<file path="config.mk">
export PLATFORM = sky130hd
export DESIGN_NAME = logic_gate_pipe
export DESIGN_NICKNAME = d
export VERILOG_FILES = /design/src/rtl/logic_gate_pipe.sv
export SDC_FILE = /design/constraint.sdc
export NUM_CORES = 1
export LEC_CHECK = 0
export ABC_AREA = 1
export CAP_MARGIN = 20
export CORE_UTILIZATION = 55
export CTS_BUF_LIST = sky130_fd_sc_hd__clkbuf_4
export DETAILED_ROUTE_END_ITERATION = 10
export PLACE_DENSITY = 0.87
export SLEW_MARGIN = 20
export SYNTH_ARGS = -nofsm -noshare
export SYNTH_HDL_FRONTEND = slang
export SYNTH_SLANG_ARGS = --single-unit
</file>
<file path="constraint.sdc">
create_clock -name clk -period 2.54 [get_ports clk]
set_input_delay 0.254 -clock clk [delete_from_list [all_inputs] [get_ports clk]]
set_output_delay 0.254 -clock clk [all_outputs]
set_load 0.01 [all_outputs]
</file>
<file path="src/rtl/logic_gate_pipe.sv">
// Registered bitwise gate with sticky OR-accumulate, valid/ready output
// stage, reduction flags and a saturating accepted-transaction counter.
module logic_gate_pipe #(
   parameter int WIDTH = 8,
   parameter int CNT_W = 8
) (
   input  logic             clk,
   input  logic             rst,
   input  logic [WIDTH-1:0] in_a,
   input  logic [WIDTH-1:0] in_b,
   input  logic [2:0]       op,
   input  logic             acc_en,
   input  logic             acc_clr,
   input  logic             in_valid,
   output logic             in_ready,
   output logic [WIDTH-1:0] out_data,
   output logic             out_any,
   output logic             out_all,
   output logic             out_valid,
   input  logic             out_ready,
   output logic [WIDTH-1:0] acc_q,
   output logic [CNT_W-1:0] xfer_cnt
);

   logic [WIDTH-1:0] res;
   logic [WIDTH-1:0] val;
   logic             accept;

   logic [WIDTH-1:0] data_q, data_d;
   logic             any_q, any_d;
   logic             all_q, all_d;
   logic             valid_q, valid_d;
   logic [WIDTH-1:0] acc_d;
   logic [CNT_W-1:0] cnt_q, cnt_d;

   assign in_ready = !valid_q || out_ready;
   assign accept   = in_valid && in_ready;

   always_comb begin
      res = '0;
      unique case (op)
         3'b000: res = in_a & in_b;
         3'b001: res = in_a | in_b;
         3'b010: res = in_a ^ in_b;
         3'b011: res = ~(in_a & in_b);
         3'b100: res = ~(in_a | in_b);
         3'b101: res = ~(in_a ^ in_b);
         3'b110: res = in_a;
         3'b111: res = ~in_a;
      endcase
   end

   always_comb begin
      val     = res;
      data_d  = data_q;
      any_d   = any_q;
      all_d   = all_q;
      valid_d = valid_q;
      acc_d   = acc_q;
      cnt_d   = cnt_q;
      if (accept) begin
         // acc_clr with acc_en restarts the accumulator from this result
         if (acc_en) begin
            val   = acc_clr ? res : (acc_q | res);
            acc_d = val;
         end else if (acc_clr) begin
            acc_d = '0;
         end
         data_d  = val;
         any_d   = |val;
         all_d   = &val;
         valid_d = 1'b1;
         if (cnt_q != {CNT_W{1'b1}}) begin
            cnt_d = cnt_q + CNT_W'(1);
         end
      end else if (out_ready) begin
         valid_d = 1'b0;
      end
   end

   always_ff @(posedge clk or posedge rst) begin
      if (rst) begin
         data_q  <= '0;
         any_q   <= 1'b0;
         all_q   <= 1'b0;
         valid_q <= 1'b0;
         acc_q   <= '0;
         cnt_q   <= '0;
      end else begin
         data_q  <= data_d;
         any_q   <= any_d;
         all_q   <= all_d;
         valid_q <= valid_d;
         acc_q   <= acc_d;
         cnt_q   <= cnt_d;
      end
   end

   assign out_data  = data_q;
   assign out_any   = any_q;
   assign out_all   = all_q;
   assign out_valid = valid_q;
   assign xfer_cnt  = cnt_q;

endmodule

</file>
==> impl_metrics.py, run 1 <==
metrics = {
    "status": {
        "outcome": "completed",
    },
    "cts": {
        "root_buffer": "clkbuf_4",
        "postCtsSetupBuffers": 0,
        "path_clk_slew_ps": 140,
        "cts_resized": 0,
        "hold_buffers": 0,
        "cts_sinks": 27,
        "cts_tree": "done",
        "insertion_delay_ps": 320,
        "clock_path_buffers": 2,
        "cts_buffers": 3,
        "cts_max_level": 1,
    },
    "cells_and_area": {
        "areaGrowthSynthToFinish_pct": 27.4,
        "drive_above_1_share": 0.0849,
        "final_area_um2": 2870,
        "nNetsFinal": 420,
        "antenna_cells": 0,
    },
    "yosys": {
        "synth_warnings": 0,
        "synthFlopType": "dfrtp_1",
        "synth_area_per_cell_um2": 6.99,
        "synth_area_leaders": "dfrtp_1 30%, nand2_1 13%, ha_1 9.4%",
        "async_reset_ff_frac": 1.00,
        "syn_area_um2": 2250,
        "syn-num-nets": 364,
        "ys_ff_latch": 27,
        "ys_types": 27,
        "synth_top_area_frac": 0.300,
        "synth-seq-area-share": 0.300,
        "synth_top_cell_by_area": "dfrtp_1",
        "synth_common_cells": "80 x nand2_1, 50 x inv_1, 33 x nor2_1, 27 x dfrtp_1, 26 x nand3_1",
        "syn_inst": 322,
        "yosysMostFrequentCell": "nand2_1",
        "synth-edff-count": 0,
    },
    "timing": {
        "max-slew-margin-rel": 0.572,
        "fin_setup_tns_ps": 0,
        "finalHoldViolCount": 0,
        "tightest_slew_ps": 643,
        "fmax_ghz": 0.537,
        "setup_viol": 0,
        "rsz0062_at_grt": "false",
        "drv_slew": 0,
        "fin_crit_ps": 1860,
        "fin_worst_skew_ps": 3.46,
        "post-route-period-util": 0.733,
    },
    "place": {
        "port-buffer-count": 52,
        "detailed_place_hpwl_um": 4300,
        "gp_congestion": 0.871,
        "dpl_cell_area_um2": 2840,
    },
    "power": {
        "p_leak_nw": 1.44,
        "p_per_area_nw_per_um2": 545,
        "vdd.ir_drop.worst_mv": 0.674,
    },
    "route": {
        "drc": 0,
        "dr.pass1.iters": 4,
        "ant_nets": 0,
        "vias": 2309,
        "avgRoutedWirePerCell_um": 12.8,
        "vias_per_cell": 5.43,
        "drt-total-wl_um": 5430,
        "drt_iter0_markers": 204,
    },
    "floorplanning": {
        "start_util": 0.593,
        "rows": 22,
        "fp.dieW_um": 66.0,
        "die_area_um2": 4350,
        "die_y_um": 66.0,
        "core_um2": 3800,
        "ios": 53,
    },
    "critical_path": {
        "path_max_fanout": 11,
        "critPathKind": "in -> reg",
        "crit_path_end_kind": "flop",
        "regToRegSetupSlack_ps": 910,
        "start_kind": "primary input",
        "crit_required_ps": 2770,
        "cp.arrival_ps": 2100,
    },
    "grt": {
        "grt_max_degree": 28,
        "grt_pass1_wl_um": 9260,
        "grt_antenna_before_repair": 0,
        "overflow": 0,
        "grtUsageTotal": 0.270,
        "grt_pass1_vias": 2161,
    },
    "worst_hold_path": {
        "min_path_type": "in -> async",
    },
    "flow_run": {
        "cap_violations": 0,
    },
}
## final timing paths
check / from / endpoint / cells past startpoint
min in group clk: out_data[2]$_DFFE_PP0P_ / out_data[2]$_DFFE_PP0P_ / 2
max: op[1] / out_any$_DFFE_PP0P_ / 10
min reg2reg: out_data[2]$_DFFE_PP0P_ / out_data[2]$_DFFE_PP0P_ / 2
max reg2reg: xfer_cnt[0]$_DFFE_PP0P_ / xfer_cnt[5]$_DFFE_PP0P_ / 7
min: rst / xfer_cnt[4]$_DFFE_PP0P_ / 3
max in group asynchronous: rst / acc_q[5]$_DFFE_PP0P_ / 3
## state kept, by name, indices dropped and copies added (netlist names)
name,count
acc_q,8
out_all,1
out_any,1
out_data,8
out_valid,1
xfer_cnt,8
## cells by family (layout without fill, tap and decap cells)
logic type | after synthesis | in the layout | synth area share
adders and majority gates | 17 | 17 | 0.0944
buffers and inverters | 59 | 114 | 0.112
xor gates and xnor gates | 7 | 7 | 0.0272
DFF | 27 | 27 | 0.300
AOI/OAI and AO/OA | 26 | 26 | 0.0650
and+or+nand+nor | 186 | 186 | 0.401
## cells in the final DEF, fill, tap and decap left out, types with 4 or more instances in the layout
cell type         n
xor2_1            5
o21ai_0           9
nand4_1          15
nor2_2            9
inv_1            50
nor2_1           33
nand3b_1          8
buf_4             6
nand2_1          80
o22ai_1           7
dfrtp_1          27
a21oi_1           8
nand3_1          26
clkdlybuf4s50_1  52
clkbuf_4          4
ha_1             17
nor3_1            4
nand4_2           4
## metal layers
metal | global-route usage | up-vias | part of all wire
met5 | 0 | - | 0
li1 | - | 1151 | -
met3 | 0.0345 | 4 | 0.046
met2 | 0.458 | 63 | 0.50
met4 | 0.0559 | 0 | 0.0066
met1 | 0.366 | 1091 | 0.45
## through the flow
| stage | worst slack, ps | cells | hold slack, ps | util | power (mW) |
|---|---|---|---|---|---|
| final | 678 | 425 | 269 | 0.755 | 1.56 |
| after global routing | 541 | 425 | 330 | 0.755 | 1.67 |
| after CTS | 693 | 425 | 282 | 0.755 | 1.57 |
| after detailed placement | 345 | 421 | 472 | 0.747 | 1.37 |
| after global placement | 430 | 421 | 468 | 0.747 | 1.36 |
| after floorplan | 929 | 322 | 307 | - | 1.01 |
## where the power goes
group	internal [mW]	total, mW	leakage (nW)	switching [mW]
sequential	0.538	0.646	0.331	0.108
combinational	0.368	0.725	1.09	0.358
clock	0.0722	0.193	0.0184	0.121
## worst max-delay path, cell delays in order
cell             delay (ps)
clkdlybuf4s50_1         620
buf_12                  260
nand3_1                 150
nor2_1                   60
nor3_1                  240
nand4_1                 180
nor2_1                  120
nand2_1                  60
nor2_1                  110
nor2_1                   50
## layout make-up
cell class                 instances  area [µm²]
clock buffer                       4        30.0
inverter                          51         194
timing repair buffer              59         586
fill                             312         930
sequential                        27         676
multi-input combinational        236        1320
tap                               48        60.1
Note: power is estimated with default switching activity, not from simulation.
==> inputs of run 2 (changes only) <==
--- a/config.mk
+++ b/config.mk
@@ -7,10 +7,10 @@
 export LEC_CHECK = 0
 export ABC_AREA = 1
 export CAP_MARGIN = 20
-export CORE_UTILIZATION = 55
+export CORE_UTILIZATION = 47
 export CTS_BUF_LIST = sky130_fd_sc_hd__clkbuf_4
 export DETAILED_ROUTE_END_ITERATION = 10
-export PLACE_DENSITY = 0.87
+export PLACE_DENSITY = 0.79
 export SLEW_MARGIN = 20
 export SYNTH_ARGS = -nofsm -noshare
 export SYNTH_HDL_FRONTEND = slang
==> constraint.sdc (replaced) <==
create_clock -name clk -period 1.6 [get_ports clk]
set_input_delay 0.16 -clock clk [delete_from_list [all_inputs] [get_ports clk]]
set_output_delay 0.16 -clock clk [all_outputs]
set_load 0.01 [all_outputs]
==> run 2 against run 1 <==
The flow now finishes with violations (DRC, setup timing); clock skew up 13 ps; setup slack lost 700 ps; flip-flop and latch count unchanged; first-iteration DRC count is 3.4% higher; cell count is 12% higher; hold slack worse by 120 ps; largest cell class unchanged.
==> impl_metrics.py, run 2 (synthesis gave the netlist of run 1 again) <==
metrics = {
    "timing": {
        "fin_ws_ps": -21.4,
        "max-slew-margin-rel": 0.744,
        "post-route-period-util": 1.01,
        "fin_worst_skew_ps": 16.2,
        "hold_ws_ps": 154,
        "rsz0062_at_grt": "true",
        "setup_viol": 2,
        "fmax_ghz": 0.617,
        "tightest_slew_ps": 384,
        "fin_crit_ps": 1620,
        "finalHoldViolCount": 0,
        "fin_setup_tns_ps": -25.5,
        "drv_slew": 0,
    },
    "cts": {
        "hold_buffers": 0,
        "root_buffer": "clkbuf_4",
        "path_clk_slew_ps": 160,
        "clock_path_buffers": 2,
        "cts_tree": "done",
        "insertion_delay_ps": 340,
        "cts_buffers": 3,
        "cts_max_level": 1,
        "cts_sinks": 27,
    },
    "critical_path": {
        "r2r_start": "xfer_cnt[1]$_DFFE_PP0P_",
        "r2r-end": "xfer_cnt[5]$_DFFE_PP0P_",
        "crit_path_end_kind": "flop",
        "cp.arrival_ps": 1870,
        "critPathKind": "in -> reg",
        "cpMaxStageDelayCell": "clkdlybuf4s50_1",
        "path_max_fanout": 3,
        "regToRegSetupSlack_ps": 70,
        "critical-path-max-stage-delay_ps": 480,
        "cp_common_cell": "nor2_2",
        "r2r_cells": 7,
        "crit_required_ps": 1850,
        "start_kind": "primary input",
        "path_cells": "clkdlybuf4s50_1, inv_1, ha_1, nand3b_1, nand2_1, nor2_2, nand4_2, nor2_2, nand3_2, nor2_2, nor2_1",
    },
    "grt": {
        "grt_max_degree": 28,
        "grtUsageMet1": 0.313,
        "grt_use_met3": 0.0394,
        "overflow": 0,
        "grt-busiest-layer": "met2",
        "gr-usage-met2": 0.439,
        "grt_pass1_wl_um": 10100,
        "grtUsageTotal": 0.247,
        "grt_antenna_before_repair": 0,
        "grt_pass1_vias": 2346,
    },
    "power": {
        "vdd.ir_drop.worst_mv": 0.778,
        "power.switching_mw": 1.05,
        "seq_power_share": 0.376,
        "p_leak_nw": 1.74,
        "combPwrFrac": 0.511,
        "pwr-share-clk": 0.113,
        "switching_share": 0.384,
        "internal_power_mw": 1.69,
        "finalPower_mw": 2.74,
        "p_per_area_nw_per_um2": 807,
    },
    "place": {
        "gp_congestion": 0.891,
        "dpl_cell_area_um2": 3130,
        "dp_slack_ps": -425,
        "port-buffer-count": 52,
        "dp_cells": 463,
        "detailed_place_hpwl_um": 4690,
    },
    "status": {
        "violations": "DRC, setup timing",
        "outcome": "finished with violations",
    },
    "worst_hold_path": {
        "min_path_type": "in -> async",
    },
    "cells_and_area": {
        "final_area_um2": 3390,
        "antenna_cells": 0,
        "areaGrowthSynthToFinish_pct": 50.5,
        "stdcell_count": 477,
        "nNetsFinal": 468,
        "final_cell_mix": "77 x nand2_1, 54 x buf_4, 49 x inv_1",
        "drive_above_1_share": 0.245,
        "final_util": 0.758,
        "mostFrequentLayoutCell": "nand2_1",
    },
    "floorplanning": {
        "rows": 24,
        "ios": 53,
        "die_y_um": 71.2,
        "start_util": 0.503,
        "die_area_um2": 5070,
        "fp.dieW_um": 71.2,
        "core_um2": 4470,
    },
    "route": {
        "drt-total-wl_um": 6480,
        "ant_nets": 0,
        "vias": 2515,
        "drt_iter0_markers": 211,
        "drc": 2,
        "avgRoutedWirePerCell_um": 13.6,
        "dr.pass1.iters": 8,
        "vias_per_cell": 5.27,
    },
    "flow_run": {
        "cap_violations": 0,
    },
}
## run 2: changes by cell type in the layout (fill, tap and decap cells not counted), sizes merged
cell	change
dlygate4sd2	+2
buf	+48
clkbuf	-1
clkinvlp	+1
clkdlybuf4s50	-10
dlymetal6s2s	+8
## run 2: cell type report
type                    count  area, µm²
clock buffers               3       22.5
multi-input cells         236       1470
repair buffers            107        955
clock inverters             1       7.51
fillers                   341       1080
inverters                  51        194
well taps                  52       65.1
flip-flops and latches     27        677
## run 2: routing by layer
metal | up-vias | routed length, µm
li1 | 1251 | -
met1 | 1165 | 2710
met2 | 85 | 3260
met3 | 14 | 383
met4 | 0 | 121
met5 | - | 0
## run 2: worst max-delay path by stage
stage / startpoint / end / slack [ps] / cells past startpoint
after detailed placement: op[1] / out_all$_DFFE_PP0P_ / -430 / 9
after floorplan: xfer_cnt[0]$_DFFE_PP0P_ / xfer_cnt[5]$_DFFE_PP0P_ / 60 / 7
after global placement: op[1] / out_all$_DFFE_PP0P_ / -350 / 9
after global routing: in_b[3] / out_any$_DFFE_PP0P_ / -130 / 11
final: in_b[3] / out_any$_DFFE_PP0P_ / -20 / 11
after CTS: op[1] / out_any$_DFFE_PP0P_ / 7 / 11
## run 2: power groups by stage
stage | logic (mW) | clock network [mW] | registers (mW)
floorplan | 0.518 | 0 | 1.10
global placement | 1.24 | 0 | 1.03
detailed placement | 1.27 | 0 | 1.03
CTS | 1.28 | 0.312 | 1.02
global route | 1.53 | 0.339 | 1.06
finish | 1.40 | 0.309 | 1.03
## run 2: worst max-delay path: cells and delay by family
family	cells	cell delay, ps
and+or+nand+nor	8	910
buffers and inverters	2	530
adders and majority gates	1	280
## run 2: what timing repair did
action	4_1_cts	5_1_grt
setup buffers	0	10
setup endpoints to repair	4	8
resized for setup	5	38
cloned	0	0
pin swaps	0	28
==> inputs of run 3 (changes only) <==
--- a/config.mk
+++ b/config.mk
@@ -15,3 +15,4 @@
 export SYNTH_ARGS = -nofsm -noshare
 export SYNTH_HDL_FRONTEND = slang
 export SYNTH_SLANG_ARGS = --single-unit
+export TNS_END_PERCENT = 100
==> results of run 3 <==
Same layout as run 2: the final DEF is identical, and so are final timing and power.
